[src/rtl/spi_cmd_rx_pkg.sv]
// spi_cmd_rx_pkg
// Shared definitions for the SPI command receiver: frame field widths and
// bit offsets inside the 64-bit frame, the command codes the host may send,
// and the receiver FSM state type.
package spi_cmd_rx_pkg;

   // Frame layout, MSB first on the wire: cmd | addr | data
   localparam int CMD_W    = 16;
   localparam int ADDR_W   = 8;
   localparam int DATA_W   = 40;
   localparam int FRAME_W  = CMD_W + ADDR_W + DATA_W;
   localparam int CMD_LSB  = ADDR_W + DATA_W;
   localparam int ADDR_LSB = DATA_W;
   localparam int DATA_LSB = 0;

   // Command codes understood by the downstream decoder
   localparam logic [CMD_W-1:0] C_NOP        = 16'h0000;
   localparam logic [CMD_W-1:0] C_SLOT_WRITE = 16'h0123;
   localparam logic [CMD_W-1:0] C_SLOT_READ  = 16'h0124;
   localparam logic [CMD_W-1:0] C_BROADCAST  = 16'hFFFF;

   typedef enum logic [1:0] {
      IDLE,
      SHIFT,
      HOLD
   } state_t;

endpackage

[src/rtl/spi_cmd_rx_sync_edge.sv]
// sync_edge
// N-stage flip-flop synchronizer for one asynchronous input, followed by an
// edge detector working purely on the synchronized value.
// Ports:
//   clk      system clock
//   reset    synchronous active-high reset, loads RESET_VAL into every stage
//   din      asynchronous input
//   sync_out synchronized level
//   rise     one-cycle pulse on a synchronized 0->1 transition
//   fall     one-cycle pulse on a synchronized 1->0 transition
module sync_edge #(
   parameter int   STAGES    = 2,
   parameter logic RESET_VAL = 1'b0
) (
   input  logic clk,
   input  logic reset,
   input  logic din,
   output logic sync_out,
   output logic rise,
   output logic fall
);

   logic [STAGES-1:0] chain_q, chain_d;
   logic              prev_q, prev_d;

   always_comb begin
      chain_d = {chain_q[STAGES-2:0], din};
      prev_d  = chain_q[STAGES-1];
   end

   // Reset to the idle level so no spurious edge appears after reset
   always_ff @(posedge clk) begin
      if (reset) begin
         chain_q <= {STAGES{RESET_VAL}};
         prev_q  <= RESET_VAL;
      end else begin
         chain_q <= chain_d;
         prev_q  <= prev_d;
      end
   end

   assign sync_out = chain_q[STAGES-1];
   assign rise     = sync_out & ~prev_q;
   assign fall     = ~sync_out & prev_q;

endmodule

[src/rtl/spi_cmd_rx.sv]
// spi_cmd_rx
// SPI mode-0 slave receiver for fixed 64-bit command frames. SCK, CS_N and
// MOSI are oversampled in the clk domain; each frame is split into
// cmd/addr/data and presented with a one-cycle valid pulse. Frames ended
// early by CS_N produce a one-cycle frame_err pulse instead.
// Ports:
//   clk, reset        system clock, synchronous active-high reset
//   SCK, CS_N, MOSI   asynchronous SPI pins from the host
//   spi_cmd_r         command field of the last complete frame
//   spi_addr_r        address field of the last complete frame
//   spi_data_r        data field of the last complete frame
//   spi_data_valid_r  one-cycle pulse when new fields are presented
//   frame_err         one-cycle pulse when a frame ends with != 64 bits
module spi_cmd_rx
   import spi_cmd_rx_pkg::*;
#(
   parameter int SYNC_STAGES = 2,
   parameter int FRAME_BITS  = 64
) (
   input  logic              clk,
   input  logic              reset,
   input  logic              SCK,
   input  logic              CS_N,
   input  logic              MOSI,
   output logic [CMD_W-1:0]  spi_cmd_r,
   output logic [ADDR_W-1:0] spi_addr_r,
   output logic [DATA_W-1:0] spi_data_r,
   output logic              spi_data_valid_r,
   output logic              frame_err
);

   localparam logic [6:0] FRAME_CNT  = 7'(FRAME_BITS);
   localparam logic [1:0] FLUSH_DONE = 2'(SYNC_STAGES);

   logic sck_rise, sck_sync_unused, sck_fall_unused;
   logic cs_sync, cs_rise, cs_fall;

   sync_edge #(.STAGES(SYNC_STAGES), .RESET_VAL(1'b0)) u_sck_sync (
      .clk      (clk),
      .reset    (reset),
      .din      (SCK),
      .sync_out (sck_sync_unused),
      .rise     (sck_rise),
      .fall     (sck_fall_unused)
   );

   sync_edge #(.STAGES(SYNC_STAGES), .RESET_VAL(1'b1)) u_cs_sync (
      .clk      (clk),
      .reset    (reset),
      .din      (CS_N),
      .sync_out (cs_sync),
      .rise     (cs_rise),
      .fall     (cs_fall)
   );

   // MOSI goes through the same depth as SCK so the bit is aligned with
   // the detected SCK rising edge
   logic [SYNC_STAGES-1:0] mosi_q, mosi_d;
   logic                   mosi_sync;

   state_t              state_q, state_d;
   logic [6:0]          cnt_q, cnt_d, cnt_next;
   logic [FRAME_W-1:0]  shreg_q, shreg_d, shreg_next;
   logic [CMD_W-1:0]    cmd_q, cmd_d;
   logic [ADDR_W-1:0]   addr_q, addr_d;
   logic [DATA_W-1:0]   data_q, data_d;
   logic                valid_q, valid_d;
   logic                err_q, err_d;
   logic [1:0]          flush_q, flush_d;
   logic                armed_q, armed_d;
   logic                flushed;

   assign mosi_sync = mosi_q[SYNC_STAGES-1];
   assign flushed   = (flush_q == FLUSH_DONE);

   // A CS_N that is already low when reset releases shows up as a fake
   // falling edge once the synchronizer flushes its idle-level reset value.
   // Frames are only accepted after CS_N has been seen high with real data
   // in the synchronizer.
   always_comb begin
      mosi_d  = {mosi_q[SYNC_STAGES-2:0], MOSI};
      flush_d = flushed ? flush_q : flush_q + 2'd1;
      armed_d = armed_q | (flushed & cs_sync);
   end

   // Next-state and datapath. The SCK bit of a cycle is always accounted
   // before CS_N is judged, so the 64th edge coincident with CS_N rising
   // still yields a valid frame.
   always_comb begin
      state_d    = state_q;
      cnt_d      = cnt_q;
      shreg_d    = shreg_q;
      cmd_d      = cmd_q;
      addr_d     = addr_q;
      data_d     = data_q;
      valid_d    = 1'b0;
      err_d      = 1'b0;
      shreg_next = sck_rise ? {shreg_q[FRAME_W-2:0], mosi_sync} : shreg_q;
      cnt_next   = sck_rise ? cnt_q + 7'd1 : cnt_q;

      case (state_q)
         IDLE: begin
            if (cs_fall && armed_q) begin
               state_d = SHIFT;
               cnt_d   = '0;
               shreg_d = '0;
            end
         end
         SHIFT: begin
            cnt_d   = cnt_next;
            shreg_d = shreg_next;
            if (cnt_next == FRAME_CNT) begin
               cmd_d   = shreg_next[CMD_LSB +: CMD_W];
               addr_d  = shreg_next[ADDR_LSB +: ADDR_W];
               data_d  = shreg_next[DATA_LSB +: DATA_W];
               valid_d = 1'b1;
               state_d = cs_rise ? IDLE : HOLD;
            end else if (cs_rise) begin
               err_d   = 1'b1;
               state_d = IDLE;
            end
         end
         HOLD: begin
            if (cs_fall) begin
               state_d = SHIFT;
               cnt_d   = '0;
               shreg_d = '0;
            end else if (cs_rise) begin
               state_d = IDLE;
            end
         end
         default: state_d = IDLE;
      endcase
   end

   // All state registers, cleared by the synchronous reset
   always_ff @(posedge clk) begin
      if (reset) begin
         mosi_q  <= '0;
         state_q <= IDLE;
         cnt_q   <= '0;
         shreg_q <= '0;
         cmd_q   <= '0;
         addr_q  <= '0;
         data_q  <= '0;
         valid_q <= 1'b0;
         err_q   <= 1'b0;
         flush_q <= '0;
         armed_q <= 1'b0;
      end else begin
         mosi_q  <= mosi_d;
         state_q <= state_d;
         cnt_q   <= cnt_d;
         shreg_q <= shreg_d;
         cmd_q   <= cmd_d;
         addr_q  <= addr_d;
         data_q  <= data_d;
         valid_q <= valid_d;
         err_q   <= err_d;
         flush_q <= flush_d;
         armed_q <= armed_d;
      end
   end

   assign spi_cmd_r        = cmd_q;
   assign spi_addr_r       = addr_q;
   assign spi_data_r       = data_q;
   assign spi_data_valid_r = valid_q;
   assign frame_err        = err_q;

endmodule

[config.mk]
export PLATFORM = sky130hd
export DESIGN_NAME = spi_cmd_rx
export DESIGN_NICKNAME = d
export VERILOG_FILES = /design/src/rtl/spi_cmd_rx_pkg.sv /design/src/rtl/spi_cmd_rx_sync_edge.sv /design/src/rtl/spi_cmd_rx.sv
export SDC_FILE = /design/constraint.sdc
export NUM_CORES = 1
export LEC_CHECK = 0
export ABC_AREA = 0
export CAP_MARGIN = 5
export CORE_MARGIN = 1
export CORE_UTILIZATION = 28
export CTS_CLUSTER_DIAMETER = 40
export CTS_CLUSTER_SIZE = 28
export DETAILED_ROUTE_END_ITERATION = 7
export SYNTH_ARGS = -nofsm -noshare
export SYNTH_HDL_FRONTEND = slang
export SYNTH_SLANG_ARGS = --single-unit
[constraint.sdc]
create_clock -name clk -period 3.3 [get_ports clk]
set_clock_uncertainty 0.1 [all_clocks]
set_input_delay 0.495 -clock clk [delete_from_list [all_inputs] [get_ports clk]]
set_output_delay 0.495 -clock clk [all_outputs]
set_load 0.01 [all_outputs]
# ---- Yosys cells after proc, flatten, opt, wreduce, memory -nomap -nowiden
# Index checks and enable logic that the tools add are counted.
dict set report totals {
  elab_cells 55
  register_bits 150
  output_inout_bits 66
  input_bits 5
}
dict set report op_classes {
  n_addsub 2
  bitwise 9
  eq_ne 6
  muxes 16
  n_reduce_logical 7
}
# operator n
set ops {}
lappend ops {{two-way mux 64 bit} 3}
lappend ops {{one-hot mux 64 bit (3 select lines)} 1}
lappend ops {{two-way mux 7 bit} 3}
lappend ops {{one-hot mux 7 bit (3 select lines)} 1}
lappend ops {{two-way mux 2 bit} 5}
lappend ops {{adder 7 x 1 -> 7 bit, second input constant} 1}
lappend ops {{equality test 7 bit, second input constant} 1}
lappend ops {{one-hot mux 2 bit (3 select lines)} 1}
lappend ops {{AND 1 bit} 4}
lappend ops {{equality test 2 bit, second input constant} 2}
lappend ops {{inequality test 2 bit, second input constant} 2}
lappend ops {{NOT 1 bit} 4}
lappend ops {{AND reduction 3 bit} 1}
lappend ops {{nonzero test 3 bit} 1}
lappend ops {{OR reduction 3 bit} 1}
lappend ops {{adder 2 x 1 -> 2 bit, second input constant} 1}
lappend ops {{equality test 2 x 1 -> 1 bit, second input constant} 1}
lappend ops {{logical NOT 2 bit} 1}
lappend ops {{two-way mux 1 bit} 2}
lappend ops {{AND reduction 2 bit} 1}
lappend ops {{OR reduction 2 bit} 1}
lappend ops {{logical AND 1 bit} 1}
lappend ops {{bitwise OR 1 bit} 1}

# ---- Longest topological paths before layout
# Gate-level depths: netlist (run 1).
dict set report depth {
  depth_word 6
  depth_mapped 8
  ltp_nobuf 6
}

# ---- Modules after synthesis
# From an unflattened synthesis (run 1), not the netlist that was laid out.
dict set report hier_totals {
  hier_cells 576
  hier_area_um2 6069.6
}
# module instances area_per_inst_um2 seq_area_each_um2 cells_each
set by_module_without_submodules {}
lappend by_module_without_submodules {spi_cmd_rx 1 5885.6 2882.8 560}
lappend by_module_without_submodules {{sync_edge (u_cs_sync)} 1 92.6 60.1 8}
lappend by_module_without_submodules {{sync_edge (u_sck_sync)} 1 91.3 60.1 8}

# ---- Worst setup path after synthesis (run 1)
# OpenSTA, ideal clock, no wires.
dict set report synth_timing {
  path_type {reg2reg}
  start {register cnt_q[0]}
  end {register addr_q[0] (netlist: spi_addr_r[0])}
  required_time_ps 3079
  synth_period_minus_slack_ps 2350
  path_buffers 1
  arrival_ps 2129
  path_slack_ps 950
  setup_time_ps 121
  path_stages_with_launch 8
  path_cell_list {dfxtp_1 -> ha_1 -> nand4b_1 -> o21ai_0 -> mux2i_1 -> nor4_4 -> buf_6 -> mux2_4}
}
dict set report synth_between {
  elab_chain_len 4
}
# element line_no
set synth_lines {}
lappend synth_lines {{start: declaration} spi_cmd_rx.sv:62} ;# logic [6:0] cnt_q, cnt_d, cnt_next;
lappend synth_lines {{start signal: assignment} spi_cmd_rx.sv:153} ;# cnt_q <= cnt_d;
lappend synth_lines {{adder 7 x 1 -> 7 bit} spi_cmd_rx.sv:99} ;# cnt_next = sck_rise ? cnt_q + 7'd1 : cnt_q;
lappend synth_lines {{two-way mux 7 bit *} spi_cmd_rx.sv:99}
lappend synth_lines {{equality test 7 bit *} spi_cmd_rx.sv:112} ;# if (cnt_next == FRAME_CNT) begin
lappend synth_lines {{AND reduction 2 bit (no source line) *} -}
lappend synth_lines {{end signal: assignment} spi_cmd_rx.sv:156} ;# addr_q <= addr_d;
lappend synth_lines {{end: declaration} spi_cmd_rx.sv:65} ;# logic [ADDR_W-1:0] addr_q, addr_d;
# Every way passes the cells marked *; elsewhere a longest branch is shown, timed or not.
# A chain may end at the register's enable or synchronous reset.

# ---- Final worst setup path (run 1)
dict set report layout_timing {
  start {register cnt_q[0]}
  end {register data_q[39] (netlist: spi_data_r[39])}
}
dict set report layout_between {
  elab_chain_len 4
}
# element line_no
set layout_lines {}
lappend layout_lines {{adder 7 x 1 -> 7 bit} spi_cmd_rx.sv:99}
lappend layout_lines {{two-way mux 7 bit *} spi_cmd_rx.sv:99}
lappend layout_lines {{equality test 7 bit *} spi_cmd_rx.sv:112}
lappend layout_lines {{AND reduction 2 bit (no source line) *} -}
lappend layout_lines {{end signal: assignment} spi_cmd_rx.sv:157} ;# data_q <= data_d;
lappend layout_lines {{end: declaration} spi_cmd_rx.sv:66} ;# logic [DATA_W-1:0] data_q, data_d;
# Marked as above.

==> impl_metrics.csv, run 1 <==
group,metric,value,unit
die,coreArea,0.0228,mm2
clock_network,post_cts_setup_buffer_count,0,
placement,port-buffer-count,70,
synth,postSynth.asyncResetShare,0,%
clock_network,max-clock-path-buffers,2,
placement,detailed_place_hpwl,8.25,mm
synth,synth_flop_cell,"sky130_fd_sc_hd__dfxtp_1",
min_path,min-delay-path-class,"flip-flop to flip-flop",
critical_path,worstPathBufferInverterCount,1,
critical_path,r2r_cells,7,
clock_network,clock_tree.root_cell,"sky130_fd_sc_hd__clkbuf_16",
finish,final_layout_size_suffix_gt1_share,15.8,%
min_path,timing.hold.worst_path_depth,1,
synth,ys_seq_area_share,45.9,%
synth,syn-cell-area,0.00655,mm2
global_route,antenna_found_initial,0,
route,detail_route.vias_per_cell,4.53,
critical_path,endpoint_kind,"flip-flop",
global_route,grt_first_pass_wirelength,22.9,mm
power_and_ir_drop,pwr-share-clk,48.9,%
global_route,grt_pass1_vias,4556,
route,remaining_drc_errors,0,
timing,setup_viol_count_final,0,
synth,synthCells,693,
global_route,overflow,0,
timing,finalMaxSlewViolations,0,
timing,worstMarginPinSlew,865,ps
synth,ys_seq_elements,150,
critical_path,timing.critical_path.slowest_stage_cell,"sky130_fd_sc_hd__dfxtp_1",
route,first_iter_violations,241,
clock_network,cts_tree,"yes",
finish,layout.filler_cells,2308,
timing,rsz0062_at_grt,"false",
die,initial_core_util,28.7,%
route,wirelength,13.8,mm
job,max_cap_viol_count,0,
timing,timing.max_slew.rel_slack,42.3,%
synth,synth-warning-count,0,
critical_path,critical_path.startpoint_type,"flip-flop",
clock_network,post_cts.resized_instances,0,
synth,avg_cell_area_syn,9.44,um2
synth,synth_cell_type_count,40,
critical_path,worstPathCellList,"ha_1, nand4b_1, o21ai_0, mux2i_1, nor4_4, buf_12, mux2_2",
clock_network,worst_skew_pair.late_latency,430,ps
synth,synthTopCellsByCount,"sky130_fd_sc_hd__dfxtp_1, sky130_fd_sc_hd__nand2_1, sky130_fd_sc_hd__a21oi_1",
clock_network,h_tree_lvl_count,4,
clock_network,cts_buf_count,17,
die,pin_count,71,
placement,place_inst,1032,
die,design.die.area,0.0240,mm2
critical_path,worstReg2RegStart,"cnt_q[0]",
global_route,grt_max_degree,69,
finish,area_growth,24.2,%
finish,nNetsFinal,745,
route,remaining_antenna_violation_count,0,
power_and_ir_drop,power.net_switching,0.000909,W
power_and_ir_drop,total_leakage_power,2.80,nW
route,drt_pass1_iterations,4,
clock_network,cts-hold-fix-buffers,0,
synth,synth.area.top_cells,"sky130_fd_sc_hd__dfxtp_1, sky130_fd_sc_hd__mux2_4, sky130_fd_sc_hd__nand2_1",
die,floorplan.die.width,155,um
placement,globalplace.congestion,0.751,
critical_path,max_stage_delay,450,ps
clock_network,clk_pin_slew_worst_paths,60,ps
synth,synth_top_area_share,45.9,%
critical_path,cp_data_required_time,3520,ps
synth,number_of_enable_flip_flop_cells_after_synthesis,0,
critical_path,critical_path_class,"flip-flop to flip-flop",
min_path,hold_path.startpoint,"u_cs_sync.chain_q[0]",
route,dr_total_vias,4821,
synth,yosys.cell_count.top_type,"sky130_fd_sc_hd__dfxtp_1",
critical_path,crit_family,"simple AND/OR/NAND/NOR gates",
timing,layout_worst_path_cycle_share,73.8,%
finish,final_core_utilization,35.7,%
die,fp.dieH,155,um
finish,instances_no_fill,1064,
timing,period_needed,2430,ps
outcome,run_status,"completed",
power_and_ir_drop,intPower,0.00300,W
clock_network,cts.sinks,150,
power_and_ir_drop,seq_power_share,47.1,%
timing,maxClockFrequency,411,MHz
critical_path,cp_max_fo,36,
critical_path,timing.critical_path.depth,7,
die,rows,55,
global_route,grt_use_total,11.8,%
critical_path,crit_arrival,2650,ps
synth,synth.net_count,700,
power_and_ir_drop,post-layout-total-power,0.00391,W
timing,timing.final.hold_violations,0,
timing,finalSetupTns,0,ps
power_and_ir_drop,power.ir.vdd_worst,0.356,mV
synth,yosysTopAreaCell,"sky130_fd_sc_hd__dfxtp_1",
power_and_ir_drop,power.share.switching,23.3,%
power_and_ir_drop,power_per_cell_area,481,mW/mm2
power_and_ir_drop,share_comb_of_total_power,4.0,%
critical_path,crit_path_start,"cnt_q[0]",
route,wl_per_cell,12.9,um
finish,n_antenna_cell,0,
## routing by layer
| layer | share of wire (%) | track usage (%) | vias to the layer above |
|---|---|---|---|
| met5 | 0 | 0 | - |
| li1 | - | - | 2476 |
| met3 | 4.2 | 3.01 | 7 |
| met1 | 50 | 16.0 | 2248 |
| met4 | 0.57 | 4.29 | 0 |
| met2 | 45 | 18.0 | 90 |
## power by group through the flow
stage | Clock [W] | Combinational (W) | Sequential (W)
2_1_floorplan | 0 | 0.000116 | 0.00188
3_3_place_gp | 0 | 0.000157 | 0.00188
3_5_place_dp | 0 | 0.000159 | 0.00188
4_1_cts | 0.00196 | 0.000159 | 0.00184
5_1_grt | 0.00205 | 0.000181 | 0.00184
6_report | 0.00191 | 0.000156 | 0.00184
## state kept, by name, indices dropped and copies added (netlist names)
signal,cells
spi_cmd_r,16
u_sck_sync.prev_q,1
cnt_q,7
spi_data_r,40
mosi_q,2
shreg_q,64
frame_err,1
u_cs_sync.chain_q,2
u_sck_sync.chain_q,2
state_q,2
spi_addr_r,8
flush_q,2
spi_data_valid_r,1
armed_q,1
u_cs_sync.prev_q,1
## metrics by stage
stage | area (um2) | setup slack [ps] | hold slack [ps]
floorplan | 6550 | 950 | 289
global placement | 7540 | 880 | 300
detailed placement | 7540 | 866 | 302
CTS | 8130 | 849 | 317
global route | 8130 | 719 | 329
finish | 8130 | 866 | 310
## cell families (layout without fill, tap and decap cells)
family	Yosys count	after routing	synth area share [%]
multiplexers	65	65	14.6
flip-flops	150	150	45.9
buffers and inverters	58	116	4.13
AND/OR/NAND/NOR	260	260	19.0
AO/OA/AOI/OAI	156	156	15.7
XOR/XNOR	2	2	0.268
adder cells (fa/ha/maj)	2	2	0.382
## worst reg2reg max path, stage by stage, from the launching register on
cell                       delay (ps)
sky130_fd_sc_hd__dfxtp_1          450
sky130_fd_sc_hd__ha_1             320
sky130_fd_sc_hd__nand4b_1         120
sky130_fd_sc_hd__o21ai_0           90
sky130_fd_sc_hd__mux2i_1          140
sky130_fd_sc_hd__nor4_4           410
sky130_fd_sc_hd__buf_12           320
sky130_fd_sc_hd__mux2_2           380
## path summary, 6_finish.rpt
kind,endpoint,slack (ps)
worst max-delay path,spi_data_r[39],870
worst min-delay path,u_cs_sync.chain_q[1],310
worst min register to register,u_cs_sync.chain_q[1],310
worst max register to register,spi_data_r[39],870
## layout by cell type (no fill, tap or decap), types with 2 or more instances in the layout
cell                              synthesis  final
sky130_fd_sc_hd__dfxtp_1                150    150
sky130_fd_sc_hd__nand2_1                133    133
sky130_fd_sc_hd__a21oi_1                 75     75
sky130_fd_sc_hd__nor2b_1                 72     70
sky130_fd_sc_hd__clkdlybuf4s50_1          0     69
sky130_fd_sc_hd__mux2_4                  60     60
sky130_fd_sc_hd__a22o_1                  47     47
sky130_fd_sc_hd__nor2_1                  27     26
sky130_fd_sc_hd__a22oi_1                 18     18
sky130_fd_sc_hd__clkbuf_16                0     17
sky130_fd_sc_hd__buf_4                    1     10
sky130_fd_sc_hd__o21ai_0                  8      7
sky130_fd_sc_hd__nor3_1                   7      6
sky130_fd_sc_hd__clkinvlp_4               0      5
sky130_fd_sc_hd__mux2_2                   4      4
sky130_fd_sc_hd__buf_12                   0      4
sky130_fd_sc_hd__or2_2                    3      3
sky130_fd_sc_hd__nand4_1                  3      3
sky130_fd_sc_hd__nand2b_1                 3      2
sky130_fd_sc_hd__nor2b_4                  0      2
sky130_fd_sc_hd__a31oi_1                  2      2
sky130_fd_sc_hd__or4_1                    2      2
sky130_fd_sc_hd__or3_1                    2      2
sky130_fd_sc_hd__xor2_1                   2      2
sky130_fd_sc_hd__ha_1                     2      2
sky130_fd_sc_hd__inv_6                    0      2
sky130_fd_sc_hd__clkbuf_1                34      2
sky130_fd_sc_hd__bufinv_16                0      2
sky130_fd_sc_hd__clkinv_4                 0      2
## final cells by class
| class | instances | area (um2) | share of cell area (%) |
|---|---|---|---|
| clock buffers | 19 | 433 | 5.33 |
| clock inverters | 13 | 149 | 1.83 |
| inverters | 1 | 3.75 | 0.0462 |
| multi-input cells | 485 | 3300 | 40.6 |
| flip-flops and latches | 150 | 3000 | 37.0 |
| well taps | 313 | 392 | 4.82 |
| repair buffers | 83 | 846 | 10.4 |
Power figures use the tool's default switching activity.
==> run 2, diff against run 1 <==
Clock period 3.3 ns to 2.3 ns, I/O delays scaled along.
==> impl_metrics.csv, run 2 (synthesis gave the netlist of run 1 again) <==
group,metric,value,unit
route,remaining_drc_errors,0,
critical_path,crit_path_start,"cnt_q[0]",
power_and_ir_drop,share_comb_of_total_power,4.3,%
timing,rsz0062_at_grt,"false",
placement,port-buffer-count,70,
die,rows,55,
clock_network,cts_buf_count,17,
finish,layout.filler_cells,2312,
global_route,grt_pass1_vias,4631,
critical_path,reg2reg_setup_slack,100,ps
placement,globalplace.congestion,0.788,
die,initial_core_util,28.7,%
clock_network,clock_tree.root_cell,"sky130_fd_sc_hd__clkbuf_16",
route,dr_total_vias,4934,
power_and_ir_drop,power_per_cell_area,666,mW/mm2
clock_network,cts_tree,"yes",
critical_path,timing.critical_path.depth,7,
finish,multiInputGateArea,0.00330,mm2
power_and_ir_drop,intPower,0.00414,W
critical_path,critical_path.startpoint_type,"flip-flop",
critical_path,r2r-end,"spi_addr_r[7]",
die,coreArea,0.0228,mm2
finish,layout.cells.most_common_list,"sky130_fd_sc_hd__dfxtp_1, sky130_fd_sc_hd__nand2_1, sky130_fd_sc_hd__a21oi_1",
power_and_ir_drop,seq_power_share,48.3,%
critical_path,crit_family,"flip-flops",
critical_path,endpoint_kind,"flip-flop",
global_route,overflow,0,
die,floorplan.die.width,155,um
min_path,hold_path.startpoint,"reset",
timing,final.hold.worst_slack,176,ps
timing,setup_ws,98.2,ps
power_and_ir_drop,power.ir.vdd_worst,0.492,mV
placement,pre_cts_slack,123,ps
job,max_cap_viol_count,0,
power_and_ir_drop,total_leakage_power,2.87,nW
global_route,grt_first_pass_wirelength,23.3,mm
finish,top_register,"shreg_q",
critical_path,worstPathCellList,"ha_2, o2111a_1, a21oi_1, nor4_4, buf_4, buf_12, mux2_2",
timing,maxClockFrequency,454,MHz
timing,period_needed,2200,ps
finish,stdcell_area,0.00821,mm2
clock_network,h_tree_lvl_count,4,
route,detail_route.vias_per_cell,4.57,
placement,place_inst,1044,
critical_path,r2r_cells,7,
die,pin_count,71,
global_route,grt_max_degree,76,
finish,n_antenna_cell,0,
finish,largest_register_ffs,64,
timing,timing.final.hold_violations,0,
timing,timing.max_slew.rel_slack,53.8,%
critical_path,critical_path_class,"flip-flop to flip-flop",
clock_network,worst_skew_pair.late_latency,420,ps
critical_path,max_stage_delay,410,ps
clock_network,max-clock-path-buffers,2,
outcome,run_status,"completed",
timing,worstMarginPinSlew,693,ps
finish,final_layout_size_suffix_gt1_share,18.0,%
route,drt_pass1_iterations,6,
route,wirelength,14.0,mm
power_and_ir_drop,power.net_switching,0.00133,W
timing,finalSetupTns,0,ps
die,design.die.area,0.0240,mm2
clock_network,clk_pin_slew_worst_paths,60,ps
die,fp.dieH,155,um
critical_path,worstPathBufferInverterCount,2,
timing,finalMaxSlewViolations,0,
critical_path,cp_data_required_time,2510,ps
route,wl_per_cell,13.0,um
critical_path,crit_arrival,2420,ps
critical_path,timing.critical_path.slowest_stage_cell,"sky130_fd_sc_hd__dfxtp_1",
critical_path,worstReg2RegStart,"cnt_q[0]",
power_and_ir_drop,pwr-share-clk,47.4,%
timing,layout_worst_path_cycle_share,95.7,%
power_and_ir_drop,power.share.switching,24.3,%
global_route,antenna_found_initial,0,
min_path,timing.hold.worst_path_depth,2,
finish,instances_no_fill,1079,
route,first_iter_violations,323,
placement,detailed_place_hpwl,8.68,mm
finish,nNetsFinal,760,
finish,area_growth,25.5,%
finish,most_common_library_cell_in_the_layout_ignoring_fill_and_taps,"sky130_fd_sc_hd__dfxtp_1",
global_route,grt_use_total,12.1,%
min_path,min-delay-path-class,"input pin to flip-flop",
clock_network,cts.sinks,150,
timing,setup_viol_count_final,0,
critical_path,cp_max_fo,20,
min_path,min_to,"shreg_q[44]",
placement,postPlaceCellArea,0.00764,mm2
finish,seq_area,0.00300,mm2
route,remaining_antenna_violation_count,0,
run 2: cell count changes in the layout (fill, tap and decap cells not counted), moves of 2 or more:
cell	delta
sky130_fd_sc_hd__clkbuf_8	+2
sky130_fd_sc_hd__clkinv_4	+2
sky130_fd_sc_hd__buf_4	+15
sky130_fd_sc_hd__bufinv_16	-2
sky130_fd_sc_hd__clkbuf_1	-2
run 2: worst reg2reg max path, delay by kind of cell (launching register included):
family,cells,cell delay (ps)
adders and majority gates,1,280
buffers and inverters,2,360
DFF,1,410
and+or+nand+nor,1,310
muxes,1,360
AOI/OAI and AO/OA,2,280
run 2: power groups by stage:
stage                     logic, W  registers, W  clock network (W)
after detailed placement  0.000233       0.00270                  0
after global placement    0.000226       0.00270                  0
after CTS                 0.000234       0.00264            0.00265
final                     0.000233       0.00264            0.00259
after global routing      0.000260       0.00265            0.00277
after floorplan           0.000166       0.00270                  0
run 2: cell type report:
cell class	count	area share, %
inverter	1	0.0457
clock buffer	19	5.51
multi-input combinational	485	40.2
sequential	150	36.6
clock inverter	13	1.22
timing repair buffer	98	11.7
tap	313	4.77
run 2: layer usage:
| metal | up-vias | track usage (%) | share of wire, % |
|---|---|---|---|
| met2 | 82 | 18.8 | 45 |
| met4 | 0 | 3.91 | 1.2 |
| met3 | 16 | 3.29 | 3.5 |
| met5 | - | 0 | 0 |
| li1 | 2504 | - | - |
| met1 | 2332 | 16.2 | 50 |
run 2: what timing repair did:
item	in CTS	in global routing
resized for setup	0	1
setup endpoints to repair	0	52
hold buffers	0	0
buffers inserted	0	3
run 2: metrics by stage:
stage / utilization (%) / power, W
2_1_floorplan: - / 0.00286
3_3_place_gp: 33.5 / 0.00293
3_5_place_dp: 33.5 / 0.00293
4_1_cts: 36.0 / 0.00553
5_1_grt: 36.1 / 0.00568
6_report: 36.1 / 0.00547
run 2: how the worst max path moves through the flow:
stage / endpoint / slack [ps]
finish: spi_addr_r[7] / 100
global route: spi_data_r[0] / 5
CTS: spi_data_r[19] / 110
detailed placement: spi_addr_r[7] / 120
global placement: spi_addr_r[7] / 120
floorplan: spi_addr_r[0] / 10
==> run 3, diff against run 2 <==
Settings changed: CELL_PAD_IN_SITES_DETAIL_PLACEMENT set to 1, CELL_PAD_IN_SITES_GLOBAL_PLACEMENT set to 2, PLACE_DENSITY_LB_ADDON set to 0.1.
==> impl_metrics.csv, run 3 (synthesis gave the netlist of run 1 again) <==
group,metric,value,unit
clock_network,max-clock-path-buffers,2,
route,remaining_drc_errors,0,
global_route,global_route.usage.met3,3.54,%
finish,area_growth,26.5,%
die,pin_count,71,
timing,rsz0062_at_grt,"true",
die,floorplan.die.width,155,um
critical_path,critical_path_class,"flip-flop to flip-flop",
timing,timing.final.hold_violations,0,
finish,top_register,"shreg_q",
timing,timing.max_slew.rel_slack,39.1,%
placement,detailed_place_hpwl,9.87,mm
global_route,antenna_found_initial,0,
critical_path,crit_arrival,2440,ps
timing,setup_viol_count_final,0,
route,wirelength,16.6,mm
timing,finalMaxSlewViolations,0,
global_route,grt_busiest_layer,"met2",
critical_path,endpoint_kind,"flip-flop",
finish,most_common_library_cell_in_the_layout_ignoring_fill_and_taps,"sky130_fd_sc_hd__dfxtp_1",
route,first_iter_violations,184,
timing,maxClockFrequency,448,MHz
timing,period_needed,2230,ps
power_and_ir_drop,power.ir.vdd_worst,0.350,mV
global_route,grt_max_degree,120,
route,drt_pass1_iterations,4,
global_route,grt_first_pass_wirelength,27.2,mm
clock_network,clk_pin_slew_worst_paths,60,ps
clock_network,cts.sinks,150,
die,fp.dieH,155,um
critical_path,cp_max_fo,35,
critical_path,critical_path.startpoint_type,"flip-flop",
timing,finalSetupTns,0,ps
global_route,grt_use_total,14.3,%
clock_network,cts_tree,"yes",
min_path,timing.hold.worst_path_depth,2,
finish,n_antenna_cell,0,
global_route,grtUsageMet1,17.9,%
finish,final_layout_size_suffix_gt1_share,17.7,%
critical_path,r2r_cells,6,
clock_network,cts_buf_count,17,
finish,layout.cells.most_common_list,"sky130_fd_sc_hd__dfxtp_1, sky130_fd_sc_hd__nand2_1, sky130_fd_sc_hd__a21oi_1",
placement,port-buffer-count,70,
finish,largest_register_ffs,64,
power_and_ir_drop,post-layout-total-power,0.00580,W
die,design.die.area,0.0240,mm2
global_route,overflow,0,
power_and_ir_drop,total_leakage_power,2.88,nW
die,initial_core_util,28.7,%
clock_network,h_tree_lvl_count,4,
timing,layout_worst_path_cycle_share,97.0,%
placement,globalplace.congestion,0.750,
power_and_ir_drop,power_per_cell_area,700,mW/mm2
min_path,min-delay-path-class,"input pin to flip-flop",
finish,nNetsFinal,755,
global_route,grt_pass1_vias,5292,
job,max_cap_viol_count,0,
clock_network,post_cts_setup_buffer_count,0,
timing,worstMarginPinSlew,913,ps
route,dr_total_vias,5080,
route,wl_per_cell,15.5,um
route,remaining_antenna_violation_count,0,
die,rows,55,
route,detail_route.vias_per_cell,4.73,
clock_network,clock_tree.root_cell,"sky130_fd_sc_hd__clkbuf_16",
critical_path,cp_data_required_time,2510,ps
die,coreArea,0.0228,mm2
global_route,grt_use_met2,23.9,%
outcome,run_status,"completed",
clock_network,worst_skew_pair.late_latency,420,ps
[run 3: final cells by class]
| type | instances | area (um2) |
|---|---|---|
| Clock buffer | 21 | 460 |
| Sequential cell | 150 | 3010 |
| Multi-Input combinational cell | 486 | 3330 |
| Timing Repair Buffer | 92 | 930 |
| Clock inverter | 11 | 149 |
| Tap cell | 313 | 392 |
| Inverter | 1 | 3.75 |
| Fill cell | 2580 | 14500 |
[run 3: stage by stage]
stage | hold slack [ps] | utilization [%] | worst slack, ps | instance area (um2) | std cells
after floorplan | 289 | - | 14.0 | 6550 | 693
after global placement | 294 | 33.3 | 85.1 | 7590 | 1040
after detailed placement | 298 | 33.3 | 2.17 | 7590 | 1040
after CTS | 184 | 36.1 | 17.0 | 8220 | 1072
after global routing | 200 | 36.4 | -17.3 | 8280 | 1074
final | 210 | 36.4 | 69.9 | 8280 | 1074
[run 3: worst paths after layout]
| path | to | from | slack [ps] |
|---|---|---|---|
| hold reg to reg | u_cs_sync.chain_q[1] | u_cs_sync.chain_q[0] | 320 |
| hold / removal | armed_q | reset | 210 |
| setup reg to reg | spi_addr_r[7] | cnt_q[1] | 70 |
| setup / recovery | spi_addr_r[7] | cnt_q[1] | 70 |
[run 3: critical path, stage by stage, from the launching register on]
cell and delay [ps]:
sky130_fd_sc_hd__dfxtp_4 400, sky130_fd_sc_hd__and4_4 240, sky130_fd_sc_hd__o2111a_1 200, sky130_fd_sc_hd__a21oi_1 70
sky130_fd_sc_hd__nor4_4 400, sky130_fd_sc_hd__buf_12 320, sky130_fd_sc_hd__mux2_2 370
[run 3: where the power goes]
group,internal (W),total (W),switching [W]
Clock,0.00177,0.00291,0.00114
Combinational,0.0000703,0.000244,0.000174
Sequential,0.00262,0.00264,0.0000175
Total,0.00446,0.00580,0.00134
[run 3: what timing repair did]
action	in CTS	in global routing
cloned	0	2
pin swaps	0	1
setup endpoints to repair	27	78
resized for setup	3	10
hold buffers	0	0
hold endpoints to repair	0	0
[run 3: metal layers]
metal	vias up	part of all wire (%)
met1	2492	48
met3	22	3.4
met5	-	0
met2	77	47
li1	2489	-
met4	0	1.6
==> variant (flow settings as in run 1) <==
`RESET_VAL`: 1'b1 -> 1'b0.
--- a/src/rtl/spi_cmd_rx.sv
+++ b/src/rtl/spi_cmd_rx.sv
@@ -44,7 +44,7 @@
       .fall     (sck_fall_unused)
    );
 
-   sync_edge #(.STAGES(SYNC_STAGES), .RESET_VAL(1'b1)) u_cs_sync (
+   sync_edge #(.STAGES(SYNC_STAGES), .RESET_VAL(1'b0)) u_cs_sync (
       .clk      (clk),
       .reset    (reset),
       .din      (CS_N),
Check against the original RTL: no difference found for any inputs over 10 cycles, from zero or initial values and one cycle with reset high; that may be too few to reach the edited logic, so the function may still have changed.
==> variant against run 1 <==
  * Area after synthesis down 5.4%
  * Setup slack improved by 0.084 ns
  * Count of clock-buffer cells in the layout grew 1
  * Via count down 5.0%
  * Total power hardly changed
  * Routed wire length is 1.4% higher
  * Final cell count shrank 13%
  * Die area shrank 5.4%
  * Critical path depth fell by 1
  * Cell area down 5.2%
  * Synthesized cell count decreased by 15%
  * Sequential cell count unchanged
  * Highest routed layer unchanged
==> variant: results (changes against run 1) <==
.. list-table::
   :header-rows: 1

   * - Metric
     - Value
   * - Critical register-to-register path endpoint
     - spi_data_valid_r$_SDFF_PP0_
   * - Cell area after placement
     - 7120 um^2 (-5.7%)
   * - Largest incremental delay on the critical path
     - 0.57 ns (+0.12 ns)
   * - Finished Layout Cells
     - 926 (-13%)
   * - Routed WL
     - 14000 um (+1.4%)
   * - Post-synth top cells
     - dfxtp_1, a21oi_1, mux2i_1
   * - Hold_sp
     - mosi_q[0]$_SDFF_PP0_
   * - Met3 routing resource usage after global routing
     - 2.61% (-0.40 points)
   * - Slowest cell on the critical path
     - buf_4
   * - 1st-iter DRT viols
     - 253 (+5.0%)
   * - Post-synthesis sequential area ratio
     - 48.5% (+2.6 points)
   * - Critical path fanouts, max
     - 66 (+83%)
   * - Worst IR drop on VDD
     - 349 uV (-1.8%)
   * - Pin count of the biggest net entering global routing
     - 67 (-2.9%)
   * - Outcome
     - completed
   * - Proportion of layout cells with a drive suffix above 1
     - 15.9% (+0.099 points)
   * - Routability-driven placement congestion ratio
     - 0.731 (-2.6%)
   * - Number of different library cells in the post-synthesis netlist
     - 46 (+15%)
   * - Final layout net count
     - 640 (-14%)
   * - Worst setup slack for register-to-register paths
     - 0.95 ns (+0.08 ns)
   * - DR vias/cell
     - 4.95 (+9.2%)
   * - Headroom to the max-slew limit
     - 48.8% (+6.5 points)
   * - Wire length of the first global-routing pass
     - 23200 um (+1.2%)
   * - Critical path arrival
     - 2.58 ns (-0.07 ns)
   * - Worst hold margin
     - 0.342 ns (+0.0318 ns)
   * - Vias in the first global route
     - 4480 (-1.7%)
   * - Met2 track utilization from global routing
     - 19.9% (+1.8 points)
   * - DP Cell Count
     - 894 (-13%)
   * - Worst-case reg-to-reg path depth
     - 6 (-1)
   * - Met1 Usage GRT
     - 17.6% (+1.5 points)
## variant: changes by cell type in the layout (fill, tap and decap cells not counted), moves of 21 or more
cell and delta:
nand3_1 +21, a211oi_2 +50, mux2_4 -60, nand2_1 -104, mux2i_1 +63, nor2b_1 -60
## variant: kinds of logic after synthesis
kind of cell / count (synthesis) / synth area share (%)
DFF: 150 / 48.5
buffers and inverters: 61 / 5.12
and+or+nand+nor: 91 / 7.30
AOI/OAI and AO/OA: 216 / 27.8
xor gates and xnor gates: 2 / 0.283
adders and majority gates: 2 / 0.404
muxes: 65 / 10.5
## variant: how the worst max path moves through the flow
stage / start / end / depth (start not counted)
final: cnt_q[4]$_SDFFE_PP0P_ / spi_data_valid_r$_SDFF_PP0_ / 6
after global placement: cnt_q[3]$_SDFFE_PP0P_ / spi_data_valid_r$_SDFF_PP0_ / 6
after detailed placement: cnt_q[4]$_SDFFE_PP0P_ / spi_data_valid_r$_SDFF_PP0_ / 6
after CTS: cnt_q[3]$_SDFFE_PP0P_ / spi_data_valid_r$_SDFF_PP0_ / 6
after floorplan: cnt_q[4]$_SDFFE_PP0P_ / spi_cmd_r[6]$_SDFFE_PP0P_ / 8
after global routing: cnt_q[3]$_SDFFE_PP0P_ / spi_data_valid_r$_SDFF_PP0_ / 6
## variant: worst max-delay path, delay by kind of cell, from the launching register on
kind | cells | cell delay [ns]
simple gates | 3 | 0.80
compound gates | 2 | 0.31
buf+inv | 1 | 0.57
flops | 1 | 0.48
## variant: area by class of cell
class	count	area, um^2
clock buffer	20	437
clock inverter	12	154
fill	2195	14000
inverter	3	11.3
multi-input combinational	376	2920
sequential	150	3000
tap	280	350
timing repair buffer	85	836
## variant: per-stage QoR
step	setup WS (ns)	util, %
floorplan	1.48	-
detailed placement	0.966	32.7
CTS	0.934	35.4
global placement	0.996	32.7
global route	0.733	35.4
finish	0.950	35.4
## variant: routing by layer
metal,vias up,part of all wire [%]
li1,2288,-
met5,-,0
met4,0,1.8
met3,20,3.0
met1,2199,51
met2,74,44
## variant: where the power goes
group          leakage (uW)  switching [uW]  internal, uW
registers           0.00121            9.77          1830
logic               0.00127            80.6          44.7
clock network      0.000280             754          1190
total               0.00276             845          3060
